**src/rtl/motor_pkg.sv**
```systemverilog
// Shared types, constants and helpers for the drive-motor duty scheduler.
//   chan_state_t : per-channel ramp state (RUN = normal ramping, DEAD = zero-duty
//                  interval before a direction flip)
//   PER_MAX      : last count of the 11-bit PWM period counter
//   sat_mag()    : |signed speed| saturated to the commanded duty ceiling
package motor_pkg;

    typedef enum logic {
        RUN  = 1'b0,
        DEAD = 1'b1
    } chan_state_t;

    localparam logic [10:0] PER_MAX = 11'h7FF;

    // Magnitude is formed in 13 bits so that -2048 maps to 2048 before saturation.
    function automatic logic [10:0] sat_mag(input logic signed [11:0] spd,
                                            input int max_duty);
        logic [12:0] abs_v;
        abs_v = spd[11] ? (~{spd[11], spd} + 13'd1) : {1'b0, spd};
        if (abs_v > 13'(max_duty))
            return 11'(max_duty);
        else
            return abs_v[10:0];
    endfunction

endpackage

```
**src/rtl/motor_ramp_chan.sv**
```systemverilog
// One motor channel: holds the target magnitude/direction, ramps the duty toward
// it once per PWM period, and inserts a zero-duty dead interval on reversal.
//   clk, rst_n : clock, asynchronous active-low reset
//   tick       : last cycle of the PWM period; duty/rev/state update on this edge
//   clr        : emergency stop; zeroes duty and targets on the next edge, keeps rev
//   cmd_load   : accepted speed command; captures spd into the target registers
//   spd        : signed speed target (two's complement)
//   duty, rev  : current duty and direction (1 = reverse)
//   at_tgt     : channel in RUN with duty and direction equal to target
module motor_ramp_chan
    import motor_pkg::*;
#(
    parameter int STEP         = 16,
    parameter int DEAD_PERIODS = 2,
    parameter int MAX_DUTY     = 2000
) (
    input  logic               clk,
    input  logic               rst_n,
    input  logic               tick,
    input  logic               clr,
    input  logic               cmd_load,
    input  logic signed [11:0] spd,
    output logic [10:0]        duty,
    output logic               rev,
    output logic               at_tgt
);

    localparam logic [10:0] STEP_W    = 11'(STEP);
    localparam logic [3:0]  DEAD_INIT = 4'(DEAD_PERIODS > 0 ? DEAD_PERIODS - 1 : 0);

    chan_state_t state_reg, state_next;
    logic [10:0] duty_reg, duty_next;
    logic [10:0] mag_reg, mag_next;
    logic        rev_reg, rev_next;
    logic        tgt_rev_reg, tgt_rev_next;
    logic [3:0]  dead_cnt_reg, dead_cnt_next;
    logic [10:0] gap, gap_step, down_step;

    always_ff @(posedge clk or negedge rst_n) begin
        if (!rst_n) begin
            state_reg    <= RUN;
            duty_reg     <= '0;
            mag_reg      <= '0;
            rev_reg      <= 1'b0;
            tgt_rev_reg  <= 1'b0;
            dead_cnt_reg <= '0;
        end else begin
            state_reg    <= state_next;
            duty_reg     <= duty_next;
            mag_reg      <= mag_next;
            rev_reg      <= rev_next;
            tgt_rev_reg  <= tgt_rev_next;
            dead_cnt_reg <= dead_cnt_next;
        end
    end

    always_comb begin
        state_next    = state_reg;
        duty_next     = duty_reg;
        mag_next      = mag_reg;
        rev_next      = rev_reg;
        tgt_rev_next  = tgt_rev_reg;
        dead_cnt_next = dead_cnt_reg;

        // Step sizes clipped to the remaining distance so the ramp never overshoots.
        gap       = (mag_reg >= duty_reg) ? (mag_reg - duty_reg) : (duty_reg - mag_reg);
        gap_step  = (gap > STEP_W) ? STEP_W : gap;
        down_step = (duty_reg > STEP_W) ? STEP_W : duty_reg;

        if (cmd_load) begin
            mag_next     = sat_mag(spd, MAX_DUTY);
            tgt_rev_next = spd[11];
        end

        if (tick) begin
            case (state_reg)
                RUN: begin
                    if (tgt_rev_reg == rev_reg) begin
                        if (mag_reg >= duty_reg)
                            duty_next = duty_reg + gap_step;
                        else
                            duty_next = duty_reg - gap_step;
                    end else if (duty_reg != '0) begin
                        duty_next = duty_reg - down_step;
                    end else if (DEAD_PERIODS == 0) begin
                        rev_next = ~rev_reg;
                    end else begin
                        state_next    = DEAD;
                        dead_cnt_next = DEAD_INIT;
                    end
                end
                DEAD: begin
                    // The flip happens even if the target swung back meanwhile;
                    // a second reversal is then handled as a normal one.
                    duty_next = '0;
                    if (dead_cnt_reg != '0) begin
                        dead_cnt_next = dead_cnt_reg - 4'd1;
                    end else begin
                        rev_next   = ~rev_reg;
                        state_next = RUN;
                    end
                end
                default: state_next = RUN;
            endcase
        end

        // Stop overrides everything, including the period alignment of duty changes.
        if (clr) begin
            state_next    = RUN;
            duty_next     = '0;
            mag_next      = '0;
            tgt_rev_next  = 1'b0;
            dead_cnt_next = '0;
        end
    end

    assign duty   = duty_reg;
    assign rev    = rev_reg;
    assign at_tgt = (state_reg == RUN) && (duty_reg == mag_reg) && (rev_reg == tgt_rev_reg);

endmodule

```
**src/rtl/motor_duty_sched.sv**
```systemverilog
// Duty-cycle scheduler for the left/right drive-motor PWM11 channels.
//   clk, rst_n          : clock, asynchronous active-low reset
//   cmd_vld / cmd_rdy   : speed command handshake (rdy low while stopped)
//   lft_spd, rght_spd   : signed 12-bit speed targets
//   estop               : emergency stop level; latches a stop on the next edge
//   estop_clr           : releases the latched stop when estop is low
//   lft_duty, rght_duty : 11-bit duties to the PWM11 pair
//   lft_rev, rght_rev   : direction, 1 = reverse
//   period_tick         : high in the last cycle of each 2048-cycle PWM period
//   settled             : both channels at target, no stop latched
module motor_duty_sched
    import motor_pkg::*;
#(
    parameter int STEP         = 16,
    parameter int DEAD_PERIODS = 2,
    parameter int MAX_DUTY     = 2000
) (
    input  logic               clk,
    input  logic               rst_n,
    input  logic               cmd_vld,
    output logic               cmd_rdy,
    input  logic signed [11:0] lft_spd,
    input  logic signed [11:0] rght_spd,
    input  logic               estop,
    input  logic               estop_clr,
    output logic [10:0]        lft_duty,
    output logic [10:0]        rght_duty,
    output logic               lft_rev,
    output logic               rght_rev,
    output logic               period_tick,
    output logic               settled
);

    logic [10:0]        per_cnt_reg;
    logic               stop_lat_reg, stop_lat_next;
    logic               cmd_load, chan_clr;
    logic signed [11:0] spd_arr  [2];
    logic [10:0]        duty_arr [2];
    logic [1:0]         rev_vec, at_tgt_vec;

    // Runs in lockstep with the PWM11 counter, so duties committed on the tick
    // edge are seen by the PWM starting at count 0.
    always_ff @(posedge clk or negedge rst_n) begin
        if (!rst_n) begin
            per_cnt_reg  <= '0;
            stop_lat_reg <= 1'b0;
        end else begin
            per_cnt_reg  <= per_cnt_reg + 11'd1;
            stop_lat_reg <= stop_lat_next;
        end
    end

    always_comb begin
        stop_lat_next = stop_lat_reg;
        if (estop)
            stop_lat_next = 1'b1;
        else if (estop_clr)
            stop_lat_next = 1'b0;
    end

    assign period_tick = (per_cnt_reg == PER_MAX);
    assign cmd_rdy     = ~(estop | stop_lat_reg);
    assign cmd_load    = cmd_vld & cmd_rdy;
    // Holding the channels cleared while latched keeps duty and targets at zero
    // until the stop is explicitly released.
    assign chan_clr    = estop | stop_lat_reg;

    assign spd_arr[0] = lft_spd;
    assign spd_arr[1] = rght_spd;

    generate
        for (genvar gi = 0; gi < 2; gi++) begin : g_chan
            motor_ramp_chan #(
                .STEP         (STEP),
                .DEAD_PERIODS (DEAD_PERIODS),
                .MAX_DUTY     (MAX_DUTY)
            ) u_chan (
                .clk      (clk),
                .rst_n    (rst_n),
                .tick     (period_tick),
                .clr      (chan_clr),
                .cmd_load (cmd_load),
                .spd      (spd_arr[gi]),
                .duty     (duty_arr[gi]),
                .rev      (rev_vec[gi]),
                .at_tgt   (at_tgt_vec[gi])
            );
        end
    endgenerate

    assign lft_duty  = duty_arr[0];
    assign rght_duty = duty_arr[1];
    assign lft_rev   = rev_vec[0];
    assign rght_rev  = rev_vec[1];
    assign settled   = ~stop_lat_reg & (&at_tgt_vec);

endmodule

```
**config.mk**
```make
export PLATFORM = sky130hd
export DESIGN_NAME = motor_duty_sched
export DESIGN_NICKNAME = d
export VERILOG_FILES = /design/src/rtl/motor_pkg.sv /design/src/rtl/motor_ramp_chan.sv /design/src/rtl/motor_duty_sched.sv
export SDC_FILE = /design/constraint.sdc
export NUM_CORES = 1
export LEC_CHECK = 0
export ABC_AREA = 1
export BUFFER_PORTS_ARGS = -buffer_cell sky130_fd_sc_hd__buf_2
export CORE_ASPECT_RATIO = 1.25
export CORE_MARGIN = 2
export CORE_UTILIZATION = 57
export DETAILED_ROUTE_END_ITERATION = 8
export PLACE_DENSITY = 0.75
export SLEW_MARGIN = 30
export SYNTH_ARGS = -nofsm -noshare
export SYNTH_HDL_FRONTEND = slang
export SYNTH_SLANG_ARGS = --single-unit
```
**constraint.sdc**
```tcl
create_clock -name clk -period 4.6 [get_ports clk]
set_input_delay 0.92 -clock clk [delete_from_list [all_inputs] [get_ports clk]]
set_output_delay 0.92 -clock clk [all_outputs]
set_load 0.1 [all_outputs]
```
==> impl_metrics.json, run 1 <==
{
  "run_status": "complete, but fails checks",
  "violations": "setup timing",
  "wl_per_cell_um": 16.3,
  "placed_cell_area_mm2": 0.00938,
  "switchingPower_mw": 2.91,
  "fillers": 999,
  "timing.rr.end": "g_chan[0].u_chan.duty[9]",
  "p_clk_frac": 0.128,
  "critPathMaxStageDelay_ps": 470,
  "fin_crit_sh": 1.02,
  "cts-root-buf": "clkbuf_16",
  "yosys_warnings": 0,
  "clockBufferDepth": 2,
  "multi_input_area_mm2": 0.00590,
  "reg2reg_depth": 36,
  "critical_path.top_delay_family": "simple AND/OR/NAND/NOR gates",
  "cp_max_fo": 6,
  "start_util": 0.587,
  "clkSlewWorstSetupHoldPaths_ps": 60,
  "die-area_mm2": 0.0147,
  "grt_max_degree": 71,
  "power.internal_mw": 2.67,
  "grt_overflow": 0,
  "setup-tns-final_ps": -177,
  "cp.buffers_inverters": 3,
  "min_from": "per_cnt_reg[0]",
  "synth_enable_flop_cells": 0,
  "grt_pass1_vias": 8291,
  "syn-num-nets": 1278,
  "max_freq_mhz": 213,
  "grt_antenna_before_repair": 3,
  "syn_inst": 1170,
  "cts-htree-levels": 3,
  "power_per_cell_area_mw_per_mm2": 529,
  "p_seq_frac": 0.126,
  "cp_common_cell": "nand2_1",
  "die_w_um": 109,
  "grt_busiest_layer": "met2",
  "slew_viol_final": 0,
  "crit_slowest_cell": "dfrtp_4",
  "startpoint": "g_chan[0].u_chan.duty[2]",
  "cp-end-kind": "flip-flop",
  "die_h_um": 135,
  "drt-total-wl_um": 25300,
  "drtAntennaViolNets": 0,
  "ys_ff_latch": 70,
  "syn_area_mm2": 0.00784,
  "crit_required_ps": 4810,
  "async_flop_share": 1.00,
  "cts_num_sinks": 70,
  "maxCapViolations": 0,
  "slew_headroom": 0.508,
  "rsz0062_at_grt": "true",
  "min_delay_worst_endpoint": "per_cnt_reg[0]",
  "crit_path_start_kind": "flip-flop",
  "io_pins": 56,
  "synth_cell_types": 49,
  "reg2reg_slack_ps": -110,
  "finalClockSkew_ps": 7.15,
  "finalSetupViolations": 2,
  "share_comb_of_total_power": 0.746,
  "crit_type": "reg -> reg",
  "avgSynthCellArea_um2": 6.70,
  "dp_hpwl_um": 19000,
  "timing.rr.start": "g_chan[0].u_chan.duty[2]",
  "final-seq-area_mm2": 0.00183,
  "vias": 8534,
  "ir_drop_mv": 0.508,
  "grt_use_met1": 0.342,
  "vias_per_cell": 5.50,
  "grt_util_met3": 0.0526,
  "cts_tree": "yes",
  "cts_buffers": 9,
  "tightest_slew_ps": 739,
  "clk_latency_ps": 340,
  "fin_nets": 1483,
  "grt_pass1_wl_um": 38400,
  "power_mw": 5.58,
  "fin_crit_ps": 4710,
  "rows": 47,
  "finalHoldViolations": 0,
  "track_usage": 0.335,
  "coreArea_mm2": 0.0133,
  "drtIter0Drc": 579,
  "min_path_type": "reg -> reg",
  "gp_congestion": 0.933,
  "synthToLayoutAreaGrowth_pct": 34.7,
  "grt_use_met2": 0.616,
  "postCtsHoldBufs": 0,
  "whs_path_depth": 1,
  "io_buffers": 55,
  "worstPathArrival_ps": 4910,
  "leakagePower_nw": 5.51,
  "synth.yosys.seq_area_share": 0.223,
  "drc_errors": 0,
  "synth_ff_type": "dfrtp_1",
  "stdcell_area_mm2": 0.0106,
  "first_pass_iters": 5,
  "p_sw_frac": 0.522,
  "setup_ws_ps": -105,
  "drive_gt1_frac": 0.338
}
==> routing by layer <==
metal | share of wire | vias to the layer above
met2 | 0.52 | 274
met3 | 0.045 | 105
met5 | 0.0012 | -
met4 | 0.072 | 4
li1 | - | 4196
met1 | 0.36 | 3955
==> through the flow <==
stage	setup slack [ps]	instances	hold WS [ps]	utilization
detailed placement	-336	1508	446	0.703
global route	-410	1551	488	0.791
global placement	-212	1508	447	0.703
floorplan	-11.0	1170	421	-
CTS	-25.7	1535	454	0.748
finish	-105	1552	453	0.791
==> cells in the mapped netlist, drive strengths merged, types with 2 or more instances <==
library cell,number,share of area
nand2,308,0.16
inv,209,0.10
nand3,108,0.076
nor2,86,0.050
o21ai,77,0.051
ha,73,0.12
dfrtp,70,0.22
a21oi,63,0.046
xor2,45,0.050
nand4,24,0.019
o22ai,14,0.011
xnor2,13,0.015
nor3,11,0.0091
buf,10,0.012
clkbuf,9,0.0043
or2,8,0.0064
fa,6,0.015
o211ai,6,0.0057
o21bai,6,0.0057
o32ai,6,0.0067
o21a,3,0.0029
o31ai,3,0.0029
a31oi,2,0.0016
o2111ai,2,0.0022
o41ai,2,0.0022
==> power groups by stage <==
| stage | Sequential (mW) | Clock [mW] | Combinational (mW) |
|---|---|---|---|
| final | 0.703 | 0.717 | 4.16 |
| after global routing | 0.707 | 0.744 | 4.51 |
| after CTS | 0.701 | 0.718 | 3.73 |
| after detailed placement | 0.711 | 0 | 3.58 |
| after global placement | 0.709 | 0 | 3.53 |
| after floorplan | 0.937 | 0 | 2.35 |
==> cells in the final DEF, fill, tap and decap left out, types with 7 or more instances in the layout <==
cell / instances
inv_4: 9
a21oi_2: 17
buf_6: 10
ha_4: 24
o21ai_0: 62
o21ai_1: 7
ha_1: 47
dfrtp_4: 21
nor2_2: 20
buf_4: 148
xnor2_1: 13
nor2_1: 57
nor2_4: 8
nor3_1: 8
nand4_1: 24
nand2_1: 256
dfrtp_1: 48
nand2_4: 12
inv_2: 24
nand3_2: 26
o21ai_2: 7
clkbuf_16: 9
xor2_1: 45
inv_1: 176
nand2_2: 40
buf_2: 54
a21oi_1: 40
nand3_1: 82
o22ai_1: 12
==> worst max-delay path by stage <==
stage,end,slack [ps],depth (start not counted)
after global routing,g_chan[0].u_chan.duty[9],-410,33
after global placement,g_chan[0].u_chan.duty[9],-210,32
final,g_chan[0].u_chan.duty[9],-110,36
after CTS,g_chan[0].u_chan.duty[9],-30,36
after detailed placement,g_chan[0].u_chan.duty[9],-340,32
after floorplan,g_chan[1].u_chan.duty[9],-10,35
==> logic make-up (layout without fill, tap and decap cells) <==
kind of cell,Yosys count,after routing,share of synthesized area
AO/OA/AOI/OAI,185,185,0.139
XOR/XNOR,58,58,0.0648
adder cells (fa/ha/maj),79,79,0.132
buffers and inverters,229,438,0.117
flip-flops,70,70,0.223
other,0,1,0
AND/OR/NAND/NOR,549,550,0.324
==> cell type report <==
cell class / instances / area share
antenna: 1 / 0.000237
clock buffer: 10 / 0.0217
clock inverter: 6 / 0.00652
inverter: 210 / 0.0768
multi-input combinational: 872 / 0.559
sequential: 70 / 0.174
tap: 171 / 0.0203
timing repair buffer: 212 / 0.142
==> repair_timing <==
item                                   in CTS  in global routing
cloned                                      1                  0
pin swaps                                  27                 70
setup buffers                              10                 19
endpoints found under the hold margin       0                  0
resized for setup                          55                117
setup endpoints to repair                   6                 12
No activity file was read; power rests on OpenSTA's default activity.
==> run 2, diff against run 1 <==
CELL_PAD_IN_SITES_DETAIL_PLACEMENT = 0   (was not set)
CELL_PAD_IN_SITES_GLOBAL_PLACEMENT = 2   (was not set)
CORE_UTILIZATION = 32   (was 57)
GPL_TIMING_DRIVEN = 0   (was not set)
RECOVER_POWER = 50   (was not set)
==> run 2 against run 1 <==
Compared with the run above:
- the flow finishes with violations (capacitance limit, slew limit)
- final area is 3.3% higher
- clock-buffer cell count is 1 higher
- via count is 6.4% lower
- combinational power is 1% higher
- critical endpoint unchanged
- largest cell class unchanged
- largest power group unchanged
==> impl_metrics.json, run 2 (synthesis results as in run 1) <==
{
  "vias": 7985,
  "holdWs_ps": 459,
  "final_cell_mix": "nand2_1, inv_1, buf_4",
  "fin_crit_sh": 0.986,
  "io_buffers": 54,
  "drtIter0Drc": 248,
  "drtAntennaViolNets": 0,
  "die_h_um": 179,
  "run_status": "complete, but fails checks",
  "start_util": 0.323,
  "finalClockSkew_ps": 12.5,
  "grt_overflow": 0,
  "fin_util": 0.449,
  "die-area_mm2": 0.0258,
  "critPathMaxStageDelay_ps": 430,
  "dp_hpwl_um": 21200,
  "power_per_cell_area_mw_per_mm2": 519,
  "cts_num_sinks": 70,
  "cp_common_cell": "nand2_1",
  "crit_path_start_kind": "flip-flop",
  "maxCapViolations": 1,
  "cts-htree-levels": 3,
  "coreArea_mm2": 0.0243,
  "min_path_type": "reg -> reg",
  "grt_pass1_vias": 7872,
  "drive_gt1_frac": 0.354,
  "leakagePower_nw": 5.35,
  "grt_antenna_before_repair": 0,
  "rows": 64,
  "grt_pass1_wl_um": 41400,
  "rsz0062_at_grt": "true",
  "cts-root-buf": "clkbuf_16",
  "cts_buffers": 9,
  "die_w_um": 144,
  "cp.buffers_inverters": 5,
  "worstPathArrival_ps": 4740,
  "crit_slowest_cell": "dfrtp_4",
  "slew_headroom": -0.313,
  "finalHoldViolations": 0,
  "violations": "capacitance limit, slew limit",
  "fin_nets": 1451,
  "crit_required_ps": 4800,
  "crit_type": "reg -> reg",
  "wl_per_cell_um": 15.9,
  "clkSlewWorstSetupHoldPaths_ps": 70,
  "antennaDiodeCount": 0,
  "final_common_cell": "nand2_1",
  "drt-total-wl_um": 26700,
  "drc_errors": 0,
  "critical_path.top_delay_family": "simple AND/OR/NAND/NOR gates",
  "finalSetupViolations": 0,
  "cp_max_fo": 6,
  "max_freq_mhz": 221,
  "vias_per_cell": 4.76,
  "cp-end-kind": "flip-flop",
  "cts_tree": "yes",
  "gp_congestion": 0.834,
  "clk_latency_ps": 340,
  "io_pins": 56,
  "ir_drop_mv": 0.515,
  "fin_crit_ps": 4530,
  "synthToLayoutAreaGrowth_pct": 39.0,
  "slew_viol_final": 33,
  "track_usage": 0.210,
  "grt_max_degree": 39,
  "tightest_slew_ps": 1970,
  "clockBufferDepth": 2,
  "first_pass_iters": 4
}
## run 2: changes by cell type in the layout (fill, tap and decap cells not counted), sizes merged
| cell | delta |
|---|---|
| inv | -9 |
| nand2 | -1 |
| clkinvlp | +9 |
| clkbuf | +11 |
| diode | -1 |
| buf | -41 |
| clkinv | -1 |
## run 2: layout make-up
cell class / instances / area [um^2]
tap: 330 / 413
clock buffer: 11 / 253
multi-input combinational: 871 / 6210
buffer: 17 / 130
sequential: 70 / 1830
timing repair buffer: 164 / 1150
fill: 2588 / 13400
clock inverter: 5 / 57.6
inverter: 210 / 855
## run 2: worst reg2reg max path, delay by kind of cell (launching register included)
kind,cells,cell delay (ps)
compound gates,11,1360
fa+ha+maj,3,740
buf+inv,5,500
flops,1,430
simple gates,15,1400
## run 2: routing by layer
layer | GRT usage | part of all wire | vias up | routed length (um)
li1 | - | - | 4143 | -
met1 | 0.226 | 0.39 | 3734 | 10500
met2 | 0.430 | 0.57 | 74 | 15200
met3 | 0.0184 | 0.015 | 34 | 395
met4 | 0.0560 | 0.022 | 0 | 583
met5 | 0 | 0 | - | 0
## run 2: stage by stage
| stage | cells | instance area, um^2 | power [mW] | setup WS (ps) | setup TNS (ps) |
|---|---|---|---|---|---|
| 2_1_floorplan | 1170 | 8040 | 3.29 | -11.0 | -11.0 |
| 3_3_place_gp | 1554 | 8730 | 4.02 | -833 | -4020 |
| 3_5_place_dp | 1555 | 8750 | 4.02 | -819 | -4220 |
| 4_1_cts | 1655 | 10300 | 5.33 | -92.2 | -127 |
| 5_1_grt | 1678 | 10900 | 6.11 | -268 | -549 |
| 6_report | 1678 | 10900 | 5.66 | 65.1 | 0 |
## run 2: where the power goes
group	total, mW	switching, mW	internal (mW)
logic	4.20	2.59	1.61
registers	0.721	0.0449	0.676
clock network	0.740	0.291	0.449
total	5.66	2.93	2.73
## run 2: timing repair
item | in CTS | in global routing
pin swaps | 84 | 77
gates resized for setup | 144 | 114
endpoints found under the setup margin | 13 | 10
setup buffers | 85 | 27
gates cloned | 0 | 0
hold buffers | 0 | 0
## run 2: final timing paths
path,start,to,slack [ps],cells after the start
max,g_chan[0].u_chan.duty[10],g_chan[0].u_chan.duty[9],70,34
min,per_cnt_reg[0],per_cnt_reg[0],460,1
max reg2reg,g_chan[0].u_chan.duty[10],g_chan[0].u_chan.duty[9],70,34
min reg2reg,per_cnt_reg[0],per_cnt_reg[0],460,1
max in group asynchronous,rst_n,g_chan[1].u_chan.duty[9],2080,1
min in group asynchronous,rst_n,per_cnt_reg[9],1120,1
